[src/rtl/state_sequencer.sv]
// Next-state engine for the multicycle core: turns IR, flags and memory handshake into the
// registered StateID that drives the control decoder, including the LM/SM register-mask loop.
module state_sequencer #(
    parameter int unsigned SW     = 5,
    parameter int unsigned MASK_W = 8
) (
    input  logic          clk,
    input  logic          rst_n,
    input  logic [15:0]   ir,
    input  logic          mem_ready,
    input  logic          carry_flag,
    input  logic          zero_flag,
    input  logic          alu_zero,
    output logic [SW-1:0] state_id,
    output logic [2:0]    lsm_reg,
    output logic          lsm_active,
    output logic          instr_done,
    output logic          illegal_op
);

    typedef enum logic [SW-1:0] {
        StFetch   = SW'(0),
        StDecode  = SW'(1),
        StRExec   = SW'(2),
        StRWb     = SW'(3),
        StIExec   = SW'(4),
        StIWb     = SW'(5),
        StLhiWb   = SW'(6),
        StAddr    = SW'(7),
        StMemRd   = SW'(8),
        StLdWb    = SW'(9),
        StMemWr   = SW'(10),
        StBeqCmp  = SW'(11),
        StBrTake  = SW'(12),
        StJalLink = SW'(13),
        StJalTgt  = SW'(14),
        StJlrTgt  = SW'(15),
        StLsmInit = SW'(16),
        StLsmXfer = SW'(17),
        StPcInc   = SW'(18),
        StHaltErr = SW'(19)
    } state_e;

    localparam logic [3:0] OpAdd = 4'b0000;
    localparam logic [3:0] OpAdi = 4'b0001;
    localparam logic [3:0] OpNdu = 4'b0010;
    localparam logic [3:0] OpLhi = 4'b0011;
    localparam logic [3:0] OpLw  = 4'b0100;
    localparam logic [3:0] OpSw  = 4'b0101;
    localparam logic [3:0] OpLm  = 4'b0110;
    localparam logic [3:0] OpSm  = 4'b0111;
    localparam logic [3:0] OpJal = 4'b1000;
    localparam logic [3:0] OpJlr = 4'b1001;
    localparam logic [3:0] OpBeq = 4'b1100;

    state_e            state_q, state_d;
    logic [3:0]        op_q, op_d;
    logic [MASK_W-1:0] mask_q, mask_d;
    logic [2:0]        reg_q, reg_d;
    logic              ill_q, ill_d;
    logic [MASK_W-1:0] rem_mask;
    logic              unused_ir;

    // ir[11:8] carries register operands used only by the datapath.
    assign unused_ir = ^ir[11:8];

    function automatic logic [2:0] lowest_set(input logic [MASK_W-1:0] m);
        lowest_set = '0;
        for (int i = MASK_W - 1; i >= 0; i--) begin
            if (m[i]) lowest_set = 3'(i);
        end
    endfunction

    always_ff @(posedge clk or negedge rst_n) begin
        if (!rst_n) begin
            state_q <= StFetch;
            op_q    <= '0;
            mask_q  <= '0;
            reg_q   <= '0;
            ill_q   <= 1'b0;
        end else begin
            state_q <= state_d;
            op_q    <= op_d;
            mask_q  <= mask_d;
            reg_q   <= reg_d;
            ill_q   <= ill_d;
        end
    end

    always_comb begin
        state_d  = state_q;
        op_d     = op_q;
        mask_d   = mask_q;
        reg_d    = reg_q;
        ill_d    = ill_q;
        rem_mask = mask_q & ~(MASK_W'(1) << reg_q);

        unique case (state_q)
            StFetch: if (mem_ready) state_d = StDecode;
            StDecode: begin
                op_d = ir[15:12];
                case (ir[15:12])
                    OpAdd, OpNdu: begin
                        case (ir[1:0])
                            2'b00: state_d = StRExec;
                            2'b10: state_d = carry_flag ? StRExec : StPcInc;
                            2'b01: state_d = zero_flag ? StRExec : StPcInc;
                            default: begin
                                state_d = StHaltErr;
                                ill_d   = 1'b1;
                            end
                        endcase
                    end
                    OpAdi:        state_d = StIExec;
                    OpLhi:        state_d = StLhiWb;
                    OpLw, OpSw:   state_d = StAddr;
                    OpLm, OpSm:   state_d = StLsmInit;
                    OpBeq:        state_d = StBeqCmp;
                    OpJal, OpJlr: state_d = StJalLink;
                    default: begin
                        state_d = StHaltErr;
                        ill_d   = 1'b1;
                    end
                endcase
            end
            StRExec:   state_d = StRWb;
            StRWb:     state_d = StPcInc;
            StIExec:   state_d = StIWb;
            StIWb:     state_d = StPcInc;
            StLhiWb:   state_d = StPcInc;
            StAddr:    state_d = (op_q == OpLw) ? StMemRd : StMemWr;
            StMemRd:   if (mem_ready) state_d = StLdWb;
            StLdWb:    state_d = StPcInc;
            StMemWr:   if (mem_ready) state_d = StPcInc;
            StBeqCmp:  state_d = alu_zero ? StBrTake : StPcInc;
            StJalLink: state_d = (op_q == OpJlr) ? StJlrTgt : StJalTgt;
            StBrTake, StJalTgt, StJlrTgt, StPcInc: state_d = StFetch;
            StLsmInit: begin
                mask_d = ir[MASK_W-1:0];
                if (ir[MASK_W-1:0] == '0) begin
                    state_d = StPcInc;
                end else begin
                    reg_d   = lowest_set(ir[MASK_W-1:0]);
                    state_d = StLsmXfer;
                end
            end
            StLsmXfer: begin
                if (mem_ready) begin
                    mask_d = rem_mask;
                    if (rem_mask == '0) begin
                        state_d = StPcInc;
                    end else begin
                        reg_d = lowest_set(rem_mask);
                    end
                end
            end
            StHaltErr: ill_d = 1'b1;
            default:   state_d = StFetch;
        endcase
    end

    assign state_id   = state_q;
    assign lsm_reg    = reg_q;
    assign illegal_op = ill_q;
    assign lsm_active = (state_q == StLsmXfer);
    assign instr_done = (state_q == StBrTake) || (state_q == StJalTgt) ||
                        (state_q == StJlrTgt) || (state_q == StPcInc);

endmodule

[config.mk]
export PLATFORM = sky130hd
export DESIGN_NAME = state_sequencer
export DESIGN_NICKNAME = d
export VERILOG_FILES = /design/src/rtl/state_sequencer.sv
export SDC_FILE = /design/constraint.sdc
export NUM_CORES = 1
export LEC_CHECK = 0
export CAP_MARGIN = 15
export CORE_ASPECT_RATIO = 1.4
export CORE_MARGIN = 3
export CORE_UTILIZATION = 42
export CTS_CLUSTER_SIZE = 25
export DETAILED_ROUTE_END_ITERATION = 16
export PLACE_DENSITY = 0.71
export SLEW_MARGIN = 0
export SYNTH_ARGS = -nofsm -noshare
export SYNTH_HDL_FRONTEND = slang
export SYNTH_SLANG_ARGS = --single-unit
[constraint.sdc]
create_clock -name clk -period 2.3 [get_ports clk]
set_input_delay 0.46 -clock clk [delete_from_list [all_inputs] [get_ports clk]]
set_output_delay 0.46 -clock clk [all_outputs]
set_load 0.03 [all_outputs]
# Word level (Yosys, flattened, before mapping)
# Index checks and enable logic that the tools add are counted.
totals:
  register_bits: 21
  inputBits: 22
  output_inout_bits: 11
  elab_cells: 111
op_classes:
  n_eq_ne: 42
  n_shift: 1
  n_mux: 39
  bitwise_logic: 3
  reduce_logical: 21
op_table:
  columns: ["cell", "count"]
  rows:
  - ["one-hot mux 5 bit (13 select lines)", 1]
  - ["2-to-1 mux 3 bit", 19]
  - ["== test 5 x 4 -> 1 bit (second input constant)", 8]
  - ["2-to-1 mux 5 bit", 8]
  - ["one-hot mux 5 bit (7 select lines)", 1]
  - ["== test 4 x 3 -> 1 bit (second input constant)", 5]
  - ["== test 5 x 3 -> 1 bit (second input constant)", 4]
  - ["== test 5 bit (second input constant)", 4]
  - ["== test 4 bit (second input constant)", 4]
  - ["logical NOT 8 bit", 2]
  - ["one-hot mux 8 bit (2 select lines)", 1]
  - ["one-hot mux 5 bit (3 select lines)", 1]
  - ["inequality test 2 bit (second input constant)", 7]
  - ["== test 5 x 2 -> 1 bit (second input constant)", 2]
  - ["OR reduction 9 bit", 1]
  - ["AND 8 bit", 1]
  - ["== test 4 x 2 -> 1 bit (second input constant)", 2]
  - ["2-to-1 mux 8 bit", 1]
  - ["inverter 8 bit", 1]
  - ["OR reduction 2 bit", 4]
  - ["<< shifter 1 x 3 -> 8 bit (first input constant)", 1]
  - ["one-hot mux 3 bit (2 select lines)", 1]
  - ["AND reduction 6 bit", 1]
  - ["== test 5 x 1 -> 1 bit (second input constant)", 1]
  - ["other kinds (19)", 25]

# Logic depth before layout (Yosys ltp)
depth:
  ltp_word: 14
  ltp_mapped: 7
  ltp_nobuf: 5

# Worst setup path before layout
# OpenSTA, ideal clock, no wires.
synth_timing:
  kind: "register to register"
  start: "reg state_q[1] (netlist: state_id[1])"
  end: "reg state_q[1] (netlist: state_id[1])"
  setup_time_ns: 0.125
  arrival_ns: 2.013
  required_ns: 2.175
  setup_slack_ns: 0.162
  path_stages_with_launch: 7
  path_buffers: 1
  synth_period_minus_slack_ns: 2.138
  path_cell_list: "dfrtp_1 -> or4b_1 -> buf_2 -> nor2_4 -> o41ai_2 -> o21ai_2 -> mux2_4"
synth_via:
  elab_chain_cells: 3
synth_lines:
  columns: ["element", "line_no", "rtl"]
  rows:
  - ["start: declaration", "56", "state_e state_q, state_d;"]
  - ["start signal: assignment", "76", "state_q <= StFetch;"]
  - ["start signal: assignment", "82", "state_q <= state_d;"]
  - ["== test 5 bit (*)", null, null]
  - ["net lsm_active", "16", "output logic lsm_active,"]
  - ["inequality test 2 x 1 -> 1 bit (no line) or inequality test 2 bit (tied branches)", null, null]
  - ["AND reduction 6 bit (no line)", null, null]
# The timed path passes the listed nets; every way through them passes the cells marked *.
# A chain may end at the register's enable or synchronous reset.

# Worst setup path after layout
layout_timing:
  start: "reg state_q[0] (netlist: state_id[0])"
  end: "out state_id[0]"
layout_rtl:
  columns: ["element", "line_no", "rtl"]
  rows:
  - ["end: declaration", "14", "output logic [SW-1:0] state_id,"]
# No word-level cell between the ends.

==> impl_metrics.py <==
metrics = {
    "layout": {
        "seqCellArea_um2": 526,
        "instances_no_fill": 301,
        "diodes": 0,
        "drive_gt1_frac": 0.194,
        "final_nets": 281,
        "syn_to_final_growth_pct": 30.0,
        "multi_input_area_mm2": 0.00112,
        "largest_reg_flops": 8,
        "fillers": 388,
        "top_register": "mask_q",
    },
    "critical_path": {
        "cp-end-kind": "primary output",
        "timing.rr.start": "lsm_reg[0]$_DFFE_PN0P_",
        "worstPathCellList": "buf_4, clkdlybuf4s50_1",
        "reg2reg_slack_ps": 260,
        "rr_worst_depth": 6,
        "path_max_fanout": 20,
        "r2r_end": "state_id[3]$_DFFE_PN0P_",
        "cp.arrival_ps": 1750,
        "cp_slowest_stage_delay_ps": 710,
        "worstPathRequired_ps": 1840,
        "criticalPathCategory": "flop to primary output",
        "crit_path_start_kind": "flop",
        "cpMaxStageDelayCell": "clkdlybuf4s50_1",
    },
    "synthesis": {
        "syn_area_per_cell_um2": 8.33,
        "synthFlopType": "dfrtp_1",
        "seq_area_frac_synth": 0.299,
        "synthesis.nets": 233,
        "post-synth-top-area-cell": "dfrtp_1",
        "yosys_warnings": 0,
        "ys_ff_latch": 21,
        "synth-edff-count": 0,
        "yosysUniqueCellTypes": 59,
        "netlist_instances": 211,
        "synth_area_mm2": 0.00176,
        "synth_area_leaders": "dfrtp_1, nor2_1, o21ai_0, nand2_1, nor3_1",
        "async_flop_share": 1.00,
        "synth_top_area_share": 0.299,
    },
    "floorplan": {
        "dieWidth_um": 60.7,
        "io_pins": 33,
        "core_area_mm2": 0.00399,
        "fp.dieH_um": 82.5,
        "dieArea_mm2": 0.00501,
        "initial_core_util": 0.441,
        "num_rows": 27,
    },
    "clock_network": {
        "clockRootBuffer": "clkbuf_8",
        "htree_levels": 1,
        "worstSkewPairLatency_ps": 260,
        "clock_sinks": 21,
        "cts_buffer_depth": 2,
        "cts_tree": "done",
        "clkTransAtPathRegs_ps": 80,
        "cts_buffers": 3,
    },
    "grt": {
        "use_met2": 0.381,
        "grt_overflow": 0,
        "grt_use_total": 0.210,
        "grt_first_pass_wirelength_um": 8050,
        "busiest_layer": "met2",
        "antenna_found_initial": 0,
        "grt_pass1_vias": 1786,
        "grt_max_degree": 22,
        "met1_usage": 0.244,
        "grt_util_met3": 0.0295,
    },
    "place": {
        "portBuffers": 28,
        "hpwl_um": 3800,
        "placed_cells": 297,
        "gp_congestion": 0.870,
    },
    "routing": {
        "drc": 0,
        "vias": 1832,
        "drt-initial-drc-count": 146,
        "vias_per_cell": 6.09,
        "routed_wl_um": 4930,
        "dr.pass1.iters": 4,
        "wl_per_cell_um": 16.4,
        "ant_nets": 0,
    },
    "sta": {
        "min_period_ps": 2210,
        "slew_headroom": 0.751,
        "hold_viol": 0,
        "timing.final.crit_share": 0.960,
        "setup_tns_ps": 0,
        "setup_violations": 0,
        "fmax_mhz": 453,
        "finalClockSkew_ps": 7.66,
        "rsz0062_at_grt": "false",
        "report.final.slew_viol_count": 0,
        "tightest_slew_ps": 364,
    },
    "power_and_ir_drop": {
        "leakage_uw": 0.000936,
        "power_density_mw_per_mm2": 1410,
        "peakVddDrop_uv": 485,
    },
    "flow_run": {
        "max_cap_violations": 0,
    },
    "status": {
        "outcome": "completed",
    },
    "worst_hold_path": {
        "hold_path_class": "flop to flop",
        "hp-start": "illegal_op$_DFFE_PN0P_",
        "min_to": "illegal_op$_DFFE_PN0P_",
        "hold_depth": 1,
    },
}
cell type report:
class | count | area share
Timing Repair Buffer | 57 | 0.216
Inverter | 11 | 0.0181
Multi-Input combinational cell | 165 | 0.492
Clock buffer | 4 | 0.0197
Tap cell | 43 | 0.0236
Sequential cell | 21 | 0.230
critical path: cells and delay by family (launching register included):
kind	cells	cell delay (ps)
flip-flops	1	480
buffers and inverters	2	990
logic make-up after synthesis:
logic type,after synthesis,synth area share
buffers and inverters,25,0.0634
XOR/XNOR,2,0.00997
AO/OA/AOI/OAI,76,0.323
flip-flops,21,0.299
AND/OR/NAND/NOR,78,0.242
multiplexers,9,0.0627
cells in the mapped netlist, types with 2 or more instances:
| library cell | instances |
|---|---|
| nor2_1 | 24 |
| a31oi_1 | 4 |
| o311a_1 | 2 |
| mux2i_1 | 2 |
| a22o_1 | 5 |
| nand2b_1 | 6 |
| a21oi_1 | 9 |
| dfrtp_1 | 21 |
| and3b_1 | 2 |
| mux2_4 | 3 |
| mux2_2 | 4 |
| o32a_1 | 2 |
| a41oi_1 | 4 |
| nor4_1 | 2 |
| o211ai_1 | 4 |
| nor3_1 | 10 |
| nor2b_1 | 5 |
| inv_1 | 11 |
| nor4b_1 | 3 |
| o31ai_1 | 3 |
| o32ai_1 | 2 |
| buf_2 | 2 |
| nand2_1 | 14 |
| buf_6 | 2 |
| a22oi_1 | 4 |
| nand4_1 | 2 |
| or4_1 | 2 |
| o22ai_1 | 2 |
| clkbuf_1 | 10 |
| a21o_1 | 2 |
| o21ai_0 | 15 |
power breakdown:
part	internal (µW)	switching, µW	leakage [µW]
clock	124	125	0.0000228
sequential	548	210	0.000250
combinational	1040	1180	0.000663
total	1710	1520	0.000936
how the worst max path moves through the flow:
stage / start / to / slack (ps)
finish: state_id[0]$_DFFE_PN0P_ / state_id[0] / 90
CTS: state_id[3]$_DFFE_PN0P_ / lsm_active / 5
global route: state_id[0]$_DFFE_PN0P_ / state_id[0] / 5
detailed placement: ir[3] / state_id[0]$_DFFE_PN0P_ / 20
floorplan: state_id[1]$_DFFE_PN0P_ / state_id[1]$_DFFE_PN0P_ / 160
global placement: ir[6] / lsm_reg[1]$_DFFE_PN0P_ / 40
per-stage QoR:
stage / total power (µW) / utilization / instance area, µm² / worst slack, ps / hold WS [ps]
2_1_floorplan: 2280 / - / 1760 / 162 / 164
3_3_place_gp: 2940 / 0.561 / 2240 / 40.3 / 460
3_5_place_dp: 2970 / 0.561 / 2240 / 15.6 / 459
4_1_cts: 3220 / 0.572 / 2280 / 4.80 / 483
5_1_grt: 3470 / 0.573 / 2280 / 4.89 / 517
6_report: 3230 / 0.573 / 2280 / 93.1 / 477
repair_timing:
item                       CTS  global route
setup endpoints to repair    1             1
buffers inserted             0             0
hold buffers                 0             0
resized for setup            1             1
routing by layer:
layer	vias up	routed length, µm
met5	-	0
met4	0	104
met3	13	238
met2	56	2600
met1	867	1990
li1	896	-
cell usage in the layout, fill, tap and decap left out, drive strengths merged, types with 3 or more instances in the layout:
cell	instances
a31oi	4
inv	11
clkbuf	4
dfrtp	21
a22o	5
nor2b	5
nor3	10
clkdlybuf4s50	26
nand2	14
mux2	7
a21oi	10
nand2b	6
a22oi	4
nor2	25
nor4b	4
buf	30
o31ai	3
a41oi	4
o21ai	16
o211ai	4
No activity file was read; power rests on OpenSTA's default activity.
